**src/rtl/divider_pkg.sv**
```systemverilog
// Shared types and width constants for the sequential restoring divider.
package divider_pkg;

  localparam int unsigned DIV_DW = 8;
  localparam int unsigned DIV_VW = 4;

  typedef enum logic [1:0] {
    IDLE = 2'd0,
    BUSY = 2'd1,
    DONE = 2'd2
  } state_t;

  function automatic int unsigned cnt_width(input int unsigned w);
    return (w > 1) ? $clog2(w) : 1;
  endfunction

  localparam int unsigned DIV_CW = cnt_width(DIV_DW);

endpackage

```
**src/rtl/divider_step.sv**
```systemverilog
// One restoring-division step: shift in the next dividend bit, subtract the
// divisor when it fits, and report the resulting quotient bit.
module divider_step #(
  parameter int unsigned VW = 4
) (
  input  logic [VW:0]   r_i,
  input  logic          bit_i,
  input  logic [VW-1:0] divisor_i,
  output logic [VW:0]   r_o,
  output logic          q_o
);

  logic [VW:0] r_sh;
  logic [VW:0] dvs_ext;

  assign r_sh    = {r_i[VW-1:0], bit_i};
  assign dvs_ext = {1'b0, divisor_i};

  // r_i[VW] set means the true shifted value exceeds VW+1 bits, so it always fits;
  // the modular subtraction below still yields the exact remainder in that case.
  always_comb begin
    q_o = r_i[VW] | (r_sh >= dvs_ext);
    r_o = q_o ? (r_sh - dvs_ext) : r_sh;
  end

endmodule

```
**src/rtl/seq_restoring_divider.sv**
```systemverilog
// Iterative restoring divider, one quotient bit per clock, valid/ready on both ends.
// Optional macro DIVIDER_DIV0_TRAP_EN: divisor 0 bypasses BUSY and flags div0.
module seq_restoring_divider
  import divider_pkg::*;
#(
  parameter int unsigned DW = DIV_DW,
  parameter int unsigned VW = DIV_VW
) (
  input  logic          clk,
  input  logic          reset,
  input  logic          in_valid,
  output logic          in_ready,
  input  logic [DW-1:0] dividend,
  input  logic [VW-1:0] divisor,
  output logic          out_valid,
  input  logic          out_ready,
  output logic [DW-1:0] quotient,
  output logic [VW-1:0] remainder,
  output logic          div0,
  output logic          busy
);

  localparam int unsigned CW = cnt_width(DW);

  state_t        state_q, state_d;
  logic [DW-1:0] dvd_q, dvd_d;
  logic [VW-1:0] dvs_q, dvs_d;
  logic [VW:0]   r_q, r_d;
  logic [CW-1:0] cnt_q, cnt_d;
  logic [DW-1:0] quot_q, quot_d;
  logic [VW-1:0] rem_q, rem_d;

  logic [VW:0]   step_r;
  logic          step_q;

  divider_step #(
    .VW (VW)
  ) u_step (
    .r_i       (r_q),
    .bit_i     (dvd_q[DW-1]),
    .divisor_i (dvs_q),
    .r_o       (step_r),
    .q_o       (step_q)
  );

  always_ff @(posedge clk or posedge reset) begin
    if (reset) begin
      state_q <= IDLE;
    end else begin
      state_q <= state_d;
    end
  end

  always_comb begin
    state_d = state_q;
    unique case (state_q)
      IDLE: begin
        if (in_valid) begin
`ifdef DIVIDER_DIV0_TRAP_EN
          state_d = (divisor == '0) ? DONE : BUSY;
`else
          state_d = BUSY;
`endif
        end
      end
      BUSY: begin
        if (cnt_q == '0) begin
          state_d = DONE;
        end
      end
      DONE: begin
        if (out_ready) begin
          state_d = IDLE;
        end
      end
      default: state_d = IDLE;
    endcase
  end

  always_comb begin
    in_ready  = (state_q == IDLE);
    busy      = (state_q == BUSY);
    out_valid = (state_q == DONE);
  end

`ifdef DIVIDER_DIV0_TRAP_EN
  logic div0_q, div0_d;
  assign div0 = div0_q;
`else
  assign div0 = 1'b0;
`endif

  // The dividend register doubles as the quotient accumulator: each step
  // shifts out the consumed MSB and shifts the new quotient bit into the LSB.
  always_comb begin
    dvd_d  = dvd_q;
    dvs_d  = dvs_q;
    r_d    = r_q;
    cnt_d  = cnt_q;
    quot_d = quot_q;
    rem_d  = rem_q;
`ifdef DIVIDER_DIV0_TRAP_EN
    div0_d = div0_q;
`endif
    unique case (state_q)
      IDLE: begin
        if (in_valid) begin
          dvd_d = dividend;
          dvs_d = divisor;
          r_d   = '0;
          cnt_d = CW'(DW - 1);
`ifdef DIVIDER_DIV0_TRAP_EN
          if (divisor == '0) begin
            quot_d = '1;
            rem_d  = dividend[VW-1:0];
            div0_d = 1'b1;
          end
`endif
        end
      end
      BUSY: begin
        r_d   = step_r;
        dvd_d = {dvd_q[DW-2:0], step_q};
        if (cnt_q == '0) begin
          quot_d = {dvd_q[DW-2:0], step_q};
          rem_d  = step_r[VW-1:0];
        end else begin
          cnt_d = cnt_q - CW'(1);
        end
      end
      DONE: begin
`ifdef DIVIDER_DIV0_TRAP_EN
        if (out_ready) begin
          div0_d = 1'b0;
        end
`endif
      end
      default: ;
    endcase
  end

  always_ff @(posedge clk or posedge reset) begin
    if (reset) begin
      dvd_q  <= '0;
      dvs_q  <= '0;
      r_q    <= '0;
      cnt_q  <= '0;
      quot_q <= '0;
      rem_q  <= '0;
`ifdef DIVIDER_DIV0_TRAP_EN
      div0_q <= 1'b0;
`endif
    end else begin
      dvd_q  <= dvd_d;
      dvs_q  <= dvs_d;
      r_q    <= r_d;
      cnt_q  <= cnt_d;
      quot_q <= quot_d;
      rem_q  <= rem_d;
`ifdef DIVIDER_DIV0_TRAP_EN
      div0_q <= div0_d;
`endif
    end
  end

  assign quotient  = quot_q;
  assign remainder = rem_q;

endmodule

```
**config.mk**
```make
export PLATFORM = sky130hd
export DESIGN_NAME = seq_restoring_divider
export DESIGN_NICKNAME = d
export VERILOG_FILES = /design/src/rtl/divider_pkg.sv /design/src/rtl/divider_step.sv /design/src/rtl/seq_restoring_divider.sv
export SDC_FILE = /design/constraint.sdc
export NUM_CORES = 1
export LEC_CHECK = 0
export CAP_MARGIN = 10
export CORE_MARGIN = 2
export CORE_UTILIZATION = 33
export DETAILED_ROUTE_END_ITERATION = 6
export DONT_BUFFER_PORTS = 1
export PLACE_DENSITY = 0.46
export SLEW_MARGIN = 5
export SYNTH_ARGS = -nofsm -noshare
export SYNTH_HDL_FRONTEND = slang
export SYNTH_SLANG_ARGS = --single-unit
```
**constraint.sdc**
```tcl
create_clock -name clk -period 2.5 [get_ports clk]
set_clock_uncertainty 0.1 [all_clocks]
set_input_delay 0.25 -clock clk [delete_from_list [all_inputs] [get_ports clk]]
set_output_delay 0.25 -clock clk [all_outputs]
set_load 0.01 [all_outputs]
```
==> key figures <==
Die
  – Die X: about 76 um
  – Die area: around 5800 um^2
  – Io pins: 32
  – Initial Utilization: roughly 34%
  – Core area: 5040 um^2
  – Die H: about 76 um
  – Num rows: 26

Synth
  – Cell area after synthesis: between 1500 and 2000 um^2
  – EDFF count, synth: 0
  – Ys flop type: dfrtp_1
  – Register area share after synthesis: between 40% and 50%
  – Synth area leaders: dfrtp_1 50%, nand2_1 8.8%, ha_1 4.4%, mux2i_1 4.1%, o21ai_0 3.5%
  – Synth Register Bits: 34
  – Fraction of registers with async set/reset: 100%
  – Cell variety after synth: 44
  – Synthesized instance count: between 150 and 200
  – Post-synth top area share: 49.7%
  – Synthesized area per cell: between 9 and 10 um^2
  – Post-synth top area cell: dfrtp_1
  – Syn Nets: between 150 and 200
  – Yosys warning count: 0

Global routing
  – GR Util met1: 16.7%
  – GRT met2 Usage: between 20% and 30%
  – Total GRT Usage: 14.0%
  – Vias in the first global route: between 1k and 1.5k
  – Global Route met3 Usage: approximately 5.5%
  – Largest net degree at the start of global routing: 35
  – Global route overflow: 0
  – First-pass GRT wire length: approximately 6400 um
  – Antenna violations before repair: 0
  – GR peak layer: met2

Hold path
  – Hold Crit Class: in2reg
  – Min-delay src: divisor[2]

Clock network
  – Quantity of gates resized following cts: 0
  – CTS Buf Count: 5
  – Deepest clock path buffer count: 2
  – CTS tree: built
  – Clk_lat worst skew: between 0.2 and 0.3 ns
  – # clock sinks: 34
  – Root Driver: clkbuf_8
  – Clock-pin slew on the worst setup and hold paths: about 0.070 ns
  – H-tree depth: 2
  – Number of setup buffers added after CTS: 0

Place
  – Placed Cells: between 200 and 250
  – Placed Area: 1790 um^2
  – Worst slack, placed: 0.496 ns
  – Placer congestion estimate: 0.817
  – Post-DP HPWL: 2660 um
  – IO Port Bufs: 0

Layout
  – ANT cells: 0
  – Cell Count, Final, Fillers Out: ~250
  – Final Util: 38.1%
  – Final design area excluding fillers: ~1900 um^2
  – Share of cells above drive strength 1: approximately an eighth
  – Area Growth Syn to Fin: 12.1%
  – Nets: ~200

STA
  – # setup viols final: 0
  – Total negative slack: 0 ns
  – Fin. Hold Viols: 0
  – Fin crit period: 2.02 ns
  – FMAX: around 490 MHz
  – Final Max Tran Viols: 0
  – Slew headroom: between 50 and 60%
  – Unrepaired setup endpoints after global routing: no
  – Setup ws final: about 0.48 ns
  – Measured slew at the worst slew-check pin: 0.711 ns
  – Final cycle utilization of the critical path: between 80% and 90%

Drt
  – Antenna Violating Nets Remaining: 0
  – Vias per cell: slightly below 5
  – Vias: between 1k and 1.5k
  – DRT Wirelength: between 3000 and 4000 um
  – 1st-iter DRT viols: 50
  – DR WL/cell: approximately 15 um
  – DRT Pass-1 Iters: 4
  – Remaining DRCs: 0

Setup path
  – RR Startpoint: r_q[1]$_DFFE_PP0P_
  – CP Class: reg2reg
  – CP endpoint kind: flip-flop
  – Crit path DAT: 2.14 ns
  – CP max FO: 5
  – Max stage delay on crit path: about 0.43 ns
  – Critical path required time: around 2.6 ns
  – CP max-delay cell: dfrtp_1
  – CP cell instances: ha_1, or2_2, o311a_1, a211oi_1, a22o_1
  – Startpoint types: flip-flop
  – Crit path launch: r_q[1]$_DFFE_PP0P_

Pwr
  – Lkg Pwr: approximately 0.87 nW
  – VDD IR max: about 440 uV
  – PwrDens: 1480 nW/um^2

Status
  – Status: finished, final reports clean

Flow run
  – MaxCap Viol Count: 0
## placed cells by master, fill, tap and decap left out, drive strengths merged, types with 4 or more instances in the layout
cell	n
nor2b	4
mux2i	7
nand3	4
inv	12
clkbuf	7
ha	6
buf	4
nand2	40
nor2	6
nand4	5
o21ai	12
dlygate4sd3	4
o311ai	4
dfrtp	34
mux2	4
## area by class of cell
cell class / count / area (um^2)
clock inverters: 1 / 5.00
well taps: 70 / 87.6
fillers: 521 / 3120
inverters: 12 / 47.5
repair buffers: 8 / 70.1
flip-flops and latches: 34 / 851
clock buffers: 7 / 86.3
multi-input cells: 120 / 773
## path summary, 6_finish.rpt
kind | to | slack (ns) | depth (start not counted)
setup / recovery | remainder[3]$_DFFE_PP0P_ | 0.48 | 5
hold / removal | dvs_q[2]$_DFFE_PP0P_ | 0.01 | 1
setup reg to reg | remainder[3]$_DFFE_PP0P_ | 0.48 | 5
hold reg to reg | r_q[4]$_DFFE_PP0P_ | 0.38 | 2
max in group asynchronous | quotient[4]$_DFFE_PP0P_ | 1.57 | 3
min in group asynchronous | dvs_q[2]$_DFFE_PP0P_ | 0.41 | 3
## stage by stage
stage	power, W	hold slack (ns)
floorplan	0.00211	0.257
global placement	0.00242	0.169
detailed placement	0.00244	0.177
CTS	0.00288	0.00203
global route	0.00312	0.00211
finish	0.00284	0.0132
## cells in the mapped netlist (2+ instances only)
cell type   n
nor2b_1     4
ha_1        6
a21o_1      2
nor2_2      2
nand2_1    40
nor2_1      4
inv_1      11
o31ai_1     3
o21ai_0    12
clkbuf_1    2
buf_2       3
nand3_1     4
mux2i_1     7
o311ai_0    3
mux2_2      4
nand4_1     5
dfrtp_1    34
## timing repair
action / in CTS / in global routing
hold buffers: 2 / 2
setup endpoints to repair: 0 / 0
hold endpoints to repair: 35 / 2
## critical path: cells and delay by family, from the launching register on
kind / cells / cell delay [ns]
compound gates: 3 / 0.78
flops: 1 / 0.43
fa+ha+maj: 1 / 0.34
simple gates: 1 / 0.32
## report_power, final
part / leakage, nW / switching, W / internal (W)
combinational: 0.412 / 0.000786 / 0.000570
clock: 0.0482 / 0.000199 / 0.000222
sequential: 0.412 / 0.000235 / 0.000829
total: 0.872 / 0.00122 / 0.00162
## sequential cells by signal, summed over array words and instances (netlist names)
signal,count
state_q,2
remainder,4
r_q,5
cnt_q,3
dvd_q,8
quotient,8
dvs_q,4
## per-layer routing
layer	wire length, um	vias up
li1	-	615
met1	1660	589
met2	1740	38
met3	226	9
met4	87	0
met5	0	-
## logic make-up after synthesis
| family | after synthesis | share of synthesized area (%) |
|---|---|---|
| and+or+nand+nor | 68 | 18.8 |
| muxes | 11 | 6.72 |
| DFF | 34 | 49.7 |
| adders and majority gates | 7 | 5.55 |
| buffers and inverters | 19 | 5.19 |
| other | 1 | 0.219 |
| xor gates and xnor gates | 1 | 0.511 |
| AOI/OAI and AO/OA | 32 | 13.4 |
No activity file was read; power rests on OpenSTA's default activity.
